[config.mk]
export PLATFORM = sky130hd
export DESIGN_NAME = powlib_busarb_flat
export DESIGN_NICKNAME = d
export VERILOG_FILES = /design/src/rtl/powlib_busarb_pkg.sv /design/src/rtl/powlib_busarb_if.sv /design/src/rtl/powlib_busarb_skid.sv /design/src/rtl/powlib_busarb.sv /design/src/flat_wrapper.sv
export SDC_FILE = /design/constraint.sdc
export NUM_CORES = 1
export LEC_CHECK = 0
export CAP_MARGIN = 20
export CELL_PAD_IN_SITES_DETAIL_PLACEMENT = 1
export CELL_PAD_IN_SITES_GLOBAL_PLACEMENT = 2
export CORE_MARGIN = 4
export CORE_UTILIZATION = 29
export DETAILED_ROUTE_END_ITERATION = 12
export GPL_TIMING_DRIVEN = 0
export PLACE_DENSITY = 0.81
export RECOVER_POWER = 50
export SYNTH_ARGS = -nofsm -noshare
export SYNTH_HDL_FRONTEND = slang
export SYNTH_SLANG_ARGS = --single-unit
[constraint.sdc]
create_clock -name clk -period 2 [get_ports clk]
set_input_delay 0.4 -clock clk [delete_from_list [all_inputs] [get_ports clk]]
set_output_delay 0.4 -clock clk [all_outputs]
set_load 0.1 [all_outputs]
[src/rtl/powlib_busarb_pkg.sv]
// Shared types and helpers for the powlib bus arbiter lane.
// Arbitration mode codes, FSM state type and a ceil-log2 helper.
package powlib_busarb_pkg;

  localparam int POWLIB_ARB_FIXED = 0;
  localparam int POWLIB_ARB_RR    = 1;

  typedef enum logic {
    ST_IDLE,
    ST_LOCK
  } arb_st_t;

  function automatic int powlib_clogb2(input int v);
    int r;
    r = 0;
    for (int i = 0; i < 31; i++)
      if ((1 << i) < v) r = i + 1;
    return r;
  endfunction

endpackage

[src/rtl/powlib_busarb_if.sv]
// Write-side and read-side bundle of the arbiter lane.
// slave = arbiter view, master = environment view.
interface powlib_busarb_if #(
  parameter int B_WRS = 4,
  parameter int B_AW  = 2,
  parameter int B_DW  = 4
);
  import powlib_busarb_pkg::*;

  localparam int B_SW = powlib_clogb2(B_WRS);

  logic [B_WRS*B_DW-1:0] wrdatas;
  logic [B_WRS*B_AW-1:0] wraddrs;
  logic [B_WRS-1:0]      wrvlds;
  logic [B_WRS-1:0]      wrrdys;
  logic [B_DW-1:0]       rddata;
  logic [B_AW-1:0]       rdaddr;
  logic                  rdvld;
  logic                  rdrdy;
  logic [B_SW-1:0]       rdsel;

  modport slave (
    input  wrdatas, wraddrs, wrvlds, rdrdy,
    output wrrdys, rddata, rdaddr, rdvld, rdsel
  );

  modport master (
    output wrdatas, wraddrs, wrvlds, rdrdy,
    input  wrrdys, rddata, rdaddr, rdvld, rdsel
  );

endinterface

[src/rtl/powlib_busarb_skid.sv]
// Two-entry skid buffer; full is registered so the write side
// never depends combinationally on the read-side ready.
module powlib_busarb_skid #(
  parameter int W = 8
) (
  input  logic         clk,
  input  logic         rst,
  input  logic [W-1:0] i_wrdata,
  input  logic         i_wrvld,
  output logic [W-1:0] o_rddata,
  output logic         o_rdvld,
  input  logic         i_rdrdy,
  output logic         o_full
);

  logic [W-1:0] r_mem [2];
  logic         r_wp;
  logic         r_rp;
  logic         r_full;
  logic [1:0]   r_cnt;
  logic [1:0]   w_cnt_nxt;
  logic         w_push;
  logic         w_pop;

  assign w_push = i_wrvld && !r_full;
  assign w_pop  = (r_cnt != 2'd0) && i_rdrdy;

  always_comb begin
    w_cnt_nxt = r_cnt;
    unique case (1'b1)
      w_push && !w_pop: w_cnt_nxt = r_cnt + 2'd1;
      !w_push && w_pop: w_cnt_nxt = r_cnt - 2'd1;
      default: ;
    endcase
  end

  always_ff @(posedge clk or posedge rst) begin
    if (rst) begin
      r_mem  <= '{default: '0};
      r_wp   <= 1'b0;
      r_rp   <= 1'b0;
      r_cnt  <= 2'd0;
      r_full <= 1'b0;
    end else begin
      if (w_push) begin
        r_mem[r_wp] <= i_wrdata;
        r_wp        <= ~r_wp;
      end
      if (w_pop) r_rp <= ~r_rp;
      r_cnt  <= w_cnt_nxt;
      r_full <= (w_cnt_nxt == 2'd2);
    end
  end

  assign o_rddata = r_mem[r_rp];
  assign o_rdvld  = (r_cnt != 2'd0);
  assign o_full   = r_full;

endmodule

[src/rtl/powlib_busarb.sv]
// N-to-1 windowed bus arbiter lane: fixed or round-robin grant
// with optional burst lock, feeding a 2-entry skid buffer.
module powlib_busarb
  import powlib_busarb_pkg::*;
#(
  parameter int B_WRS  = 4,
  parameter int B_AW   = 2,
  parameter int B_DW   = 4,
  parameter int MODE   = POWLIB_ARB_RR,
  parameter int BURST  = 1,
  parameter int B_BASE = 0,
  parameter int B_SIZE = 3
) (
  input logic           clk,
  input logic           rst,
  powlib_busarb_if.slave bus
);

  localparam int SW = powlib_clogb2(B_WRS);
  localparam int CW = powlib_clogb2(BURST + 1);
  localparam int PW = SW + B_AW + B_DW;

  if ((B_BASE + B_SIZE >= 2**B_AW) || (BURST < 1)) begin : g_chk
    $error("powlib_busarb: bad window or BURST");
  end

  function automatic logic [SW-1:0] nxt_idx(input logic [SW-1:0] v);
    return (int'(v) == B_WRS - 1) ? '0 : SW'(int'(v) + 1);
  endfunction

  function automatic logic [SW:0] pick(
    input logic [B_WRS-1:0] r,
    input logic [SW-1:0]    s
  );
    logic [SW:0] res;
    int j;
    res = '0;
    for (int k = 0; k < B_WRS; k++) begin
      j = int'(s) + k;
      if (j >= B_WRS) j = j - B_WRS;
      if (!res[SW] && r[j]) res = {1'b1, SW'(j)};
    end
    return res;
  endfunction

  arb_st_t        r_st, w_st_nxt;
  logic [SW-1:0]  r_own, w_own_nxt;
  logic [SW-1:0]  r_ptr, w_ptr_nxt;
  logic [CW-1:0]  r_cnt, w_cnt_nxt;

  logic [B_WRS-1:0] w_in;
  logic [B_WRS-1:0] w_req;
  logic [SW-1:0]    w_start;
  logic [SW:0]      w_pick;
  logic [SW-1:0]    w_g;
  logic             w_hold;
  logic             w_have;
  logic             w_xfer;
  logic             w_full;
  logic [PW-1:0]    w_wr;
  logic [PW-1:0]    w_rd;

  always_comb begin
    for (int i = 0; i < B_WRS; i++) begin
      w_in[i]  = (int'(bus.wraddrs[i*B_AW +: B_AW]) >= B_BASE) &&
                 (int'(bus.wraddrs[i*B_AW +: B_AW]) <= B_BASE + B_SIZE);
      w_req[i] = bus.wrvlds[i] && w_in[i];
    end
  end

  always_comb begin
    w_st_nxt  = r_st;
    w_own_nxt = r_own;
    w_cnt_nxt = r_cnt;
    w_ptr_nxt = r_ptr;
    w_start   = r_ptr;
    w_hold    = (r_st == ST_LOCK) && w_req[r_own];
    // owner went quiet: release the lock and re-arbitrate this cycle
    if ((r_st == ST_LOCK) && !w_req[r_own]) begin
      w_st_nxt  = ST_IDLE;
      w_ptr_nxt = nxt_idx(r_own);
      w_start   = nxt_idx(r_own);
    end
    if (MODE == POWLIB_ARB_FIXED) w_start = '0;
    w_pick = pick(w_req, w_start);
    w_have = w_hold || w_pick[SW];
    w_g    = w_hold ? r_own : w_pick[SW-1:0];
    w_xfer = w_have && !w_full;
    unique case (1'b1)
      w_xfer && w_hold: begin
        if (r_cnt == CW'(BURST - 1)) begin
          w_st_nxt  = ST_IDLE;
          w_ptr_nxt = nxt_idx(r_own);
          w_cnt_nxt = '0;
        end else begin
          w_cnt_nxt = r_cnt + 1'b1;
        end
      end
      w_xfer && !w_hold && (BURST == 1): begin
        w_ptr_nxt = nxt_idx(w_g);
      end
      w_xfer && !w_hold && (BURST != 1): begin
        w_st_nxt  = ST_LOCK;
        w_own_nxt = w_g;
        w_cnt_nxt = CW'(1);
      end
      default: ;
    endcase
  end

  always_ff @(posedge clk or posedge rst) begin
    if (rst) begin
      r_st  <= ST_IDLE;
      r_own <= '0;
      r_ptr <= '0;
      r_cnt <= '0;
    end else begin
      r_st  <= w_st_nxt;
      r_own <= w_own_nxt;
      r_ptr <= w_ptr_nxt;
      r_cnt <= w_cnt_nxt;
    end
  end

  assign bus.wrrdys = ~w_in |
    ((w_have && !w_full) ? (B_WRS'(1) << w_g) : '0);

  assign w_wr = {w_g,
                 bus.wraddrs[w_g*B_AW +: B_AW],
                 bus.wrdatas[w_g*B_DW +: B_DW]};

  powlib_busarb_skid #(
    .W(PW)
  ) u_skid (
    .clk      (clk),
    .rst      (rst),
    .i_wrdata (w_wr),
    .i_wrvld  (w_xfer),
    .o_rddata (w_rd),
    .o_rdvld  (bus.rdvld),
    .i_rdrdy  (bus.rdrdy),
    .o_full   (w_full)
  );

  assign {bus.rdsel, bus.rdaddr, bus.rddata} = w_rd;

endmodule

[src/flat_wrapper.sv]
// flat-port wrapper written by rule: the top's interface ports become plain ports
module powlib_busarb_flat import powlib_busarb_pkg::*;
#(
  parameter int B_WRS  = 4,
  parameter int B_AW   = 2,
  parameter int B_DW   = 4,
  parameter int MODE   = POWLIB_ARB_RR,
  parameter int BURST  = 1,
  parameter int B_BASE = 0,
  parameter int B_SIZE = 3
)
  (clk, rst, bus_wrdatas, bus_wraddrs, bus_wrvlds, bus_rdrdy, bus_wrrdys, bus_rddata, bus_rdaddr, bus_rdvld, bus_rdsel);
  powlib_busarb_if #(.B_WRS(B_WRS), .B_AW(B_AW), .B_DW(B_DW)) bus_i ();
  input logic clk;
  input logic rst;
  input wire logic [$bits(bus_i.wrdatas)-1:0] bus_wrdatas;
  input wire logic [$bits(bus_i.wraddrs)-1:0] bus_wraddrs;
  input wire logic [$bits(bus_i.wrvlds)-1:0] bus_wrvlds;
  input wire logic [$bits(bus_i.rdrdy)-1:0] bus_rdrdy;
  output wire logic [$bits(bus_i.wrrdys)-1:0] bus_wrrdys;
  output wire logic [$bits(bus_i.rddata)-1:0] bus_rddata;
  output wire logic [$bits(bus_i.rdaddr)-1:0] bus_rdaddr;
  output wire logic [$bits(bus_i.rdvld)-1:0] bus_rdvld;
  output wire logic [$bits(bus_i.rdsel)-1:0] bus_rdsel;
  assign bus_i.wrdatas = bus_wrdatas;
  assign bus_i.wraddrs = bus_wraddrs;
  assign bus_i.wrvlds = bus_wrvlds;
  assign bus_i.rdrdy = bus_rdrdy;
  assign bus_wrrdys = bus_i.wrrdys;
  assign bus_rddata = bus_i.rddata;
  assign bus_rdaddr = bus_i.rdaddr;
  assign bus_rdvld = bus_i.rdvld;
  assign bus_rdsel = bus_i.rdsel;
  powlib_busarb #(.B_WRS(B_WRS), .B_AW(B_AW), .B_DW(B_DW), .MODE(MODE), .BURST(BURST), .B_BASE(B_BASE), .B_SIZE(B_SIZE)) u_core (.clk(clk), .rst(rst), .bus(bus_i));
endmodule
==> flow_summary.yaml <==
outcome:
  outcome: "complete, but fails checks"
  violations: "setup timing"
final_layout:
  diodes: 0
  nets: 231
  nFillCells: 550
  area_growth_pct: 57.48
  stdcell_area_mm2: 0.002317
  drive_gt1_share_pct: 43.81
floorplanning:
  start_util_pct: 30.55
  core_area_mm2: 0.004817
  ioPinCount: 44
  die_h_um: 79.23
  die_area_mm2: 0.006277
  die_x_um: 79.23
  rows: 25
timing:
  rsz0062_at_grt: "true"
  fin_crit_ns: 2.283
  setup_viol: 4
  fin_ws_ns: -0.2825
  max_freq_mhz: 438.1
  hold_ws_ns: 0.4779
  fin_skew_ns: 0.005764
  finalSetupTns_ns: -1.079
  worst_slew_pin_slew_ns: 0.8828
  slew_headroom_pct: 41.08
  maxSlewViolCount: 0
  timing.final.crit_share_pct: 114.1
  hold_viol: 0
synth:
  synth_area_leaders: "dfrtp_1 39%, mux2_2 11%, a221o_1 8.2%"
  synth-warning-count: 0
  yosys.area.top_type: "dfrtp_1"
  ys_ff_latch: 23
  seq_area_frac_synth_pct: 39.12
  synth_area_per_cell_um2: 11.06
  synth_nets: 169
  synth_top_area_share_pct: 39.12
  netlist_area_mm2: 0.001471
  yosys.cell_types.count: 32
  synth_cells: 133
place:
  gp_congestion: 0.7521
  dp_hpwl_um: 3318
  post-place-ws_ns: -1.626
  port_buffers: 43
  dpl_cell_area_mm2: 0.002016
clock_network:
  clock_latency_ns: 0.27
  root_buffer: "clkbuf_8"
  cts_tree: "built"
  ctsLongestPathBuffers: 2
  clkSinkCount: 23
  clkTransAtPathRegs_ns: 0.09
  htreeDepth: 1
  cts_buffers: 3
  postCtsHoldBufs: 0
drt:
  drtIter0Drc: 21
  drt-total-wl_um: 4629
  drtPass1Iterations: 4
  vias: 1309
  ant_nets: 0
  viasPerCell: 5.015
  wl_per_cell_um: 17.74
  drc: 0
min_path:
  hold_depth: 1
  min_path_type: "flip-flop to flip-flop"
setup_path:
  crit_arrival_ns: 1.88
  worstPathMaxFanout: 3
  worstSetupPathType: "flip-flop to primary output"
  r2r_slack_ns: 0.05
  required_ns: 1.60
  rr_worst_depth: 7
  crit_path_end_kind: "primary output"
  cp-start-kind: "flip-flop"
global_route:
  grt_overflow: 0
  grt_pass1_wl_um: 7300
  grt_max_degree: 24
  grtUsageTotal_pct: 14.86
  antenna_found_initial: 0
  grt_pass1_vias: 1458
flow_run:
  cap_violations: 0
==> per-stage QoR <==
step	instances	utilization (%)
floorplan	133	-
global placement	243	41.84
detailed placement	243	41.84
CTS	254	45.64
global route	261	48.10
finish	261	48.10
==> final cells by class <==
type	count	area, um^2	share of cell area [%]
multi-input cells	97	973.4	42.01
flip-flops and latches	23	576.8	24.89
repair buffers	59	559.3	24.14
well taps	67	83.83	3.618
plain buffers	4	46.29	1.998
clock buffers	3	41.29	1.782
inverters	7	28.78	1.242
clock inverters	1	7.507	0.3240
==> cell usage after synthesis (all sizes together) <==
cell / n
o21ai: 2
or4: 1
and2: 2
xor2: 2
buf: 4
mux2: 15
or3: 1
and3: 10
dfrtp: 23
a221o: 12
nor4: 2
clkbuf: 2
nand3: 2
nor2: 5
a21boi: 6
a21o: 3
xnor2: 3
nand2b: 2
inv: 7
nor2b: 3
nand2: 4
o21a: 13
ha: 5
or2: 1
a311o: 1
a21oi: 2
==> cells by family (layout without fill, tap and decap cells) <==
group	after synthesis	after routing	synth area share (%)
multiplexers	15	15	11.48
AO/OA/AOI/OAI	39	39	21.43
XOR/XNOR	5	5	2.977
adder cells (fa/ha/maj)	5	5	4.252
buffers and inverters	13	74	4.931
flip-flops	23	23	39.12
AND/OR/NAND/NOR	33	33	15.82
==> path summary, 6_finish.rpt <==
kind                                         start                       to
min reg2reg                u_core.u_skid.r_mem[14]  u_core.u_skid.r_mem[14]
min in group asynchronous                      rst  u_core.u_skid.r_mem[11]
max                                u_core.r_ptr[0]            bus_wrrdys[1]
max in group asynchronous                      rst       u_core.u_skid.r_rp
max reg2reg                        u_core.r_ptr[0]  u_core.u_skid.r_mem[13]
min                        u_core.u_skid.r_mem[14]  u_core.u_skid.r_mem[14]
==> worst max-delay path, cell delays in order, from the launching register on <==
cell and delay [ns]:
dfrtp_1 0.42, nor2b_2 0.06, o21a_1 0.20, or3_4 0.37, inv_4 0.10, ha_4 0.12
and3_4 0.18, buf_12 0.17
==> per-layer routing <==
| metal | track usage [%] | vias up | share of wire, % |
|---|---|---|---|
| met5 | 0 | - | 0 |
| li1 | - | 612 | - |
| met2 | 28.96 | 29 | 56 |
| met1 | 16.87 | 666 | 41 |
| met3 | 1.361 | 2 | 1.9 |
| met4 | 4.467 | 0 | 0.67 |
==> sequential cells by signal, indices dropped and copies added, names as in the netlist <==
signal and count:
u_core.u_skid.r_cnt 2, u_core.u_skid.r_mem 16, u_core.u_skid.r_rp 1, u_core.u_skid.o_full 1, u_core.r_ptr 2, u_core.u_skid.r_wp 1
==> what timing repair did <==
| item | 4_1_cts | 5_1_grt |
|---|---|---|
| resized for setup | 109 | 18 |
| pin swaps | 9 | 8 |
| setup endpoints to repair | 31 | 18 |
| buffers inserted | 8 | 8 |
==> cells in the final DEF (no fill, tap or decap), drive strengths merged, types with 2 or more instances in the layout <==
master and n:
clkbuf 4, a21boi 6, xor2 2, buf 33, a21o 3, o21ai 2, dfrtp 23, nand2 4
mux2 15, nor4 2, clkdlybuf4s15 3, a21oi 2, nand2b 2, ha 5, and3 10, xnor2 3
nor2b 3, a221o 12, nand3 2, and2 2, inv 7, o21a 13, clkdlybuf4s50 25, nor2 5
Power is not shown: default switching activity piles up to over one toggle a cycle in this logic, so the estimate is an artifact.
